$ cat src/rtl/muladd_acc_pipe.sv
// muladd_acc_pipe: multi-lane multiply-add dot-product engine with a vector
// accumulator.
//
// Each accepted beat carries LANES operand pairs. The beat's lane products
// are summed and added into an accumulator. The beat flagged in_last closes
// the vector and produces one result.
//
// Pipeline:
//   S1  per-lane product registers
//   S2  lane-sum register
//   S3  accumulator and result register
//
// Configuration:
//   MULADD_ACC_SAT_EN  When defined, an out-of-range result is clamped to the
//                      RESULT_W max/min. When undefined, the low RESULT_W
//                      accumulator bits are output (wrap). out_ovf is
//                      reported in both builds.
//
// Ports:
//   clk          rising-edge clock
//   rst_n        asynchronous active-low reset
//   in_valid     input beat present
//   in_ready     input beat can be accepted
//   in_last      final beat of a vector
//   signed_mode  1 = two's-complement operands for this beat
//   dataa        lane i operand A at [i*DATA_W +: DATA_W]
//   datab        lane i operand B at [i*DATA_W +: DATA_W]
//   out_valid    result present
//   out_ready    sink accepts result
//   result       dot-product result (RESULT_W bits)
//   out_ovf      accumulator value not representable in RESULT_W
//
// Handshake: a transfer happens on a rising edge where valid && ready are
// both high. valid never waits on ready. Once out_valid is raised, result
// and out_ovf stay frozen until out_ready takes them. A single advance
// enable (adv) freezes every stage while the output is blocked, so
// in_ready is simply adv.
module muladd_acc_pipe #(
  parameter int DATA_W   = 16,
  parameter int LANES    = 4,
  parameter int ACC_W    = 48,
  parameter int RESULT_W = 32
) (
  input  logic                      clk,
  input  logic                      rst_n,
  input  logic                      in_valid,
  output logic                      in_ready,
  input  logic                      in_last,
  input  logic                      signed_mode,
  input  logic [LANES*DATA_W-1:0]   dataa,
  input  logic [LANES*DATA_W-1:0]   datab,
  output logic                      out_valid,
  input  logic                      out_ready,
  output logic [RESULT_W-1:0]       result,
  output logic                      out_ovf
);

  logic adv;
  logic accept;

  assign adv      = !(out_valid && !out_ready);
  assign in_ready = adv;
  assign accept   = in_valid && adv;

  // S1: per-lane products
  // Each operand is widened by one bit: sign bit in signed mode, zero
  // otherwise. The product is then formed as a signed multiply at ACC_W
  // width. All later arithmetic is modulo 2^ACC_W, so the lane sums and the
  // accumulator need no further sign handling.
  logic [DATA_W:0]                ext_a;
  logic [DATA_W:0]                ext_b;
  logic [LANES-1:0][ACC_W-1:0]    prod_c;
  logic [LANES-1:0][ACC_W-1:0]    s1_prod;
  logic                           s1_valid;
  logic                           s1_last;
  logic                           s1_sgn;

  always_comb begin
    ext_a  = '0;
    ext_b  = '0;
    prod_c = '0;
    for (int i = 0; i < LANES; i++) begin
      ext_a = {signed_mode & dataa[i*DATA_W + DATA_W - 1], dataa[i*DATA_W +: DATA_W]};
      ext_b = {signed_mode & datab[i*DATA_W + DATA_W - 1], datab[i*DATA_W +: DATA_W]};
      prod_c[i] = ACC_W'($signed(ext_a) * $signed(ext_b));
    end
  end

  // S2: lane sum
  logic [ACC_W-1:0] sum_c;
  logic [ACC_W-1:0] s2_sum;
  logic             s2_valid;
  logic             s2_last;
  logic             s2_sgn;

  always_comb begin
    sum_c = '0;
    for (int i = 0; i < LANES; i++) begin
      sum_c = sum_c + s1_prod[i];
    end
  end

  // S3: accumulate, range check, result
  // The accumulator always holds the running sum of the open vector. It is
  // zeroed when a vector closes, so the next beat naturally starts from zero.
  logic [ACC_W-1:0]    acc;
  logic [ACC_W-1:0]    total;
  logic [ACC_W-1:0]    hi_bits;
  logic                ovf_c;
  logic [RESULT_W-1:0] res_c;

  assign total = acc + s2_sum;

  // Signed range holds when every bit from RESULT_W-1 upward matches the
  // sign. Unsigned range holds when nothing is set at or above RESULT_W.
  always_comb begin
    hi_bits = '0;
    ovf_c   = 1'b0;
    if (s2_sgn) begin
      hi_bits = ACC_W'($signed(total) >>> (RESULT_W - 1));
      ovf_c   = !((hi_bits == '0) || (hi_bits == '1));
    end else begin
      hi_bits = total >> RESULT_W;
      ovf_c   = (hi_bits != '0);
    end
  end

`ifdef MULADD_ACC_SAT_EN
  always_comb begin
    res_c = total[RESULT_W-1:0];
    if (ovf_c) begin
      if (s2_sgn) begin
        res_c = total[ACC_W-1] ? {1'b1, {(RESULT_W-1){1'b0}}}
                               : {1'b0, {(RESULT_W-1){1'b1}}};
      end else begin
        res_c = '1;
      end
    end
  end
`else
  assign res_c = total[RESULT_W-1:0];
`endif

  always_ff @(posedge clk or negedge rst_n) begin
    if (!rst_n) begin
      s1_valid  <= 1'b0;
      s1_last   <= 1'b0;
      s1_sgn    <= 1'b0;
      s1_prod   <= '0;
      s2_valid  <= 1'b0;
      s2_last   <= 1'b0;
      s2_sgn    <= 1'b0;
      s2_sum    <= '0;
      acc       <= '0;
      result    <= '0;
      out_ovf   <= 1'b0;
      out_valid <= 1'b0;
    end else if (adv) begin
      s1_valid <= accept;
      if (accept) begin
        s1_last <= in_last;
        s1_sgn  <= signed_mode;
        s1_prod <= prod_c;
      end

      s2_valid <= s1_valid;
      if (s1_valid) begin
        s2_last <= s1_last;
        s2_sgn  <= s1_sgn;
        s2_sum  <= sum_c;
      end

      if (s2_valid) begin
        if (s2_last) begin
          acc     <= '0;
          result  <= res_c;
          out_ovf <= ovf_c;
        end else begin
          acc <= total;
        end
      end

      // With adv high, a set out_valid implies out_ready, so the old result
      // is consumed this edge. out_valid therefore only survives if a new
      // result lands at the same time.
      out_valid <= s2_valid && s2_last;
    end
  end

endmodule

$ cat config.mk
export PLATFORM = sky130hd
export DESIGN_NAME = muladd_acc_pipe
export DESIGN_NICKNAME = d
export VERILOG_FILES = /design/src/rtl/muladd_acc_pipe.sv
export SDC_FILE = /design/constraint.sdc
export NUM_CORES = 2
export LEC_CHECK = 0
export CAP_MARGIN = 30
export CORE_MARGIN = 10
export CORE_UTILIZATION = 58
export DETAILED_ROUTE_END_ITERATION = 7
export PLACE_DENSITY = 0.8
export SLEW_MARGIN = 20
export SYNTH_ARGS = -nofsm -noshare
export SYNTH_HDL_FRONTEND = slang
export SYNTH_SLANG_ARGS = --single-unit
$ cat constraint.sdc
create_clock -name clk -period 6.8 [get_ports clk]
set_input_delay 1.36 -clock clk [delete_from_list [all_inputs] [get_ports clk]]
set_output_delay 1.36 -clock clk [all_outputs]
set_load 0.05 [all_outputs]
==> qor.csv <==
metric,value,unit
path_class,primary input to flip-flop,
nets,8943,
dr.pass1.iters,5,
violations,setup timing,
ys_ff_latch,272,
synth_nets,8134,
gp_congestion,0.945,
grt_pass1_vias,51500,
drive_above_1_share,19.3,%
portBuffers,168,
synthDistinctLibCells,85,
worstPathRequired,7.25,ns
hp-class,flip-flop to flip-flop,
fin_setup_tns,-0.0665,ns
use_met1,35.4,%
num_io_pins,169,
async_reset_ff_share,100,%
utilization,70.4,%
clock_skew,0.0228,ns
synth_seq_area_share,11.5,%
min_delay_path_depth,2,
grtUsageTotal,27.6,%
rsz0062_at_grt,true,
vias_per_cell,5.56,
netlist_top_cells_count,"inv_1, fa_1, nand2_1",
synth_edf_count,0,
fmax,146,MHz
setup_slack,-0.0493,ns
synth.most_common_cell,inv_1,
crit_arrival,7.30,ns
final_cell_area,70700,um2
crit_path_end_kind,flip-flop,
path_common_cell,fa_1,
cts_buffer_depth,3,
ys_warn_count,0,
rows,116,
hold_buffers,0,
die-area,115000,um2
detail_route.wl_per_cell,18.7,um
crit_path_max_fanout,7,
grt_max_degree,144,
syn_area,59000,um2
postRouteAntennaNets,0,
synthesis.instances,6323,
period_share,101,%
dp_hpwl,132000,um
finalWirelength,159000,um
synth_top_flop_cell,dfrtp_1,
place_ws,-1.16,ns
slew_headroom,44.8,%
place_area,67900,um2
clock-sinks,272,
avgSynthCellArea,9.32,um2
dr.first_iter.drc_count,3328,
antenna_found_initial,4,
grt_first_pass_wirelength,262000,um
grtUsageMet2,47.7,%
status,"finished, violations left",
synth_top_area_cell,fa_1,
insertion_delay,0.58,ns
hold_violations,0,
rr_worst_depth,15,
core_area,100000,um2
start_kind,primary input,
cts_buffers,29,
finalSetupViolCount,2,
worst_pin_slew,0.821,ns
drv_cap,0,
worstPathCellList,buf_2 -> buf_4 -> buf_4 -> and2_1 -> fa_1 -> fa_2 -> fa_2 -> fa_1 -> fa_1 -> inv_2 -> fa_1 -> inv_2 -> ha_4 -> a21o_1 -> a221o_1 -> a21oi_2 -> o211ai_1 -> buf_4 -> a2111oi_4 -> nor4b_2 -> o31ai_1 -> xnor2_1 -> mux2_4,
synth_top_area_share,42.6,%
cts_tree,built,
syn_to_final_growth,19.9,%
busiest_layer,met2,
critPathSlowestCell,fa_1,
dieWidth,339,um
cts_root_buf,clkbuf_16,
num_vias,47300,
grtUsageMet3,3.45,%
synth_area_leaders,"fa_1, dfrtp_1, ha_1",
drc_errors,0,
die_y,339,um
grt_overflow_total,0,
slowest_delay,0.57,ns
slew_viol_final,0,
post-route-min-period,6.85,ns
clk_pin_slew,0.06,ns
htreeDepth,1,
start_util,58.7,%
-- stage by stage --
| stage | hold WS, ns | instances |
|---|---|---|
| after floorplan | 0.438 | 6323 |
| after global placement | 0.451 | 8368 |
| after detailed placement | 0.457 | 8370 |
| after CTS | 0.484 | 8466 |
| after global routing | 0.508 | 8511 |
| final | 0.486 | 8511 |
-- routing by layer --
layer | share of wire, % | routed length, um | vias up
met2 | 50 | 79600 | 1632
met3 | 5.5 | 8690 | 435
li1 | - | - | 21000
met5 | 0.0082 | 13 | -
met1 | 40 | 63500 | 24200
met4 | 4.4 | 6980 | 2
-- registers in the layout (all words and copies together), names as in the netlist --
name       cells
acc           48
out_ovf        1
out_valid      1
result        32
s1_last        1
s1_prod      136
s1_sgn         1
s1_valid       1
s2_last        1
s2_sgn         1
s2_sum        48
s2_valid       1
-- what timing repair did --
item	CTS	global route
endpoints found under the setup margin	58	50
setup buffers	42	46
resized for setup	388	402
gates cloned	3	0
pin swaps	140	230
-- worst paths after layout --
kind,slack [ns],endpoint,startpoint
setup / recovery,-0.05,s1_prod[170],datab[52]
hold / removal,0.49,s1_last,s1_last
setup reg to reg,1.71,s2_sum[47],s1_prod[97]
hold reg to reg,0.49,s1_last,s1_last
max in group asynchronous,4.87,s1_prod[142],rst_n
min in group asynchronous,0.79,result[4],rst_n
-- critical path, delay by kind of cell --
kind            cells  cell delay [ns]
xor+xnor            1             0.11
mux                 1             0.26
fa+ha+maj           7             3.10
simple gates        2             0.23
compound gates      6             1.50
buf+inv             6             0.72
-- area by class of cell --
class                      instances  area (um2)
multi-input combinational       4551       48000
fill                            7193       29800
timing repair buffer            1014        8420
sequential                       272        6810
inverter                        1264        4750
tap                             1357        1700
clock buffer                      35         788
clock inverter                    17         193
antenna                            1        2.50
-- layout by cell type, fill, tap and decap left out, types with 21 or more instances in the layout --
cell,instances
and2_4,30
o21bai_1,25
fa_2,43
buf_2,22
mux2_2,35
xor2_1,75
buf_6,95
a21oi_1,141
inv_2,73
o21ai_1,29
ha_4,35
clkdlybuf4s50_1,47
o21ai_0,197
o21a_1,31
clkbuf_2,38
and3_1,34
buf_4,739
nor3_1,35
nand4_1,28
ha_1,379
nor2_1,152
and2_1,481
dfrtp_1,272
clkbuf_16,29
nand2_1,878
xnor2_1,121
a22o_1,35
nand2b_1,39
nand3_1,41
a21o_1,81
nand2_2,21
inv_1,1188
a21oi_2,22
fa_1,1211
a211oi_1,24
-- logic make-up after synthesis --
| kind of cell | Yosys count | synth area share [%] |
|---|---|---|
| flops | 272 | 11.5 |
| buf+inv | 1500 | 9.57 |
| mux | 42 | 0.789 |
| xor+xnor | 200 | 2.98 |
| compound gates | 760 | 8.36 |
| fa+ha+maj | 1677 | 51.6 |
| simple gates | 1872 | 15.2 |
Power is left out: the tool's default activity adds up to more than one toggle a clock period on the data nets, which glitch-free logic cannot reach.
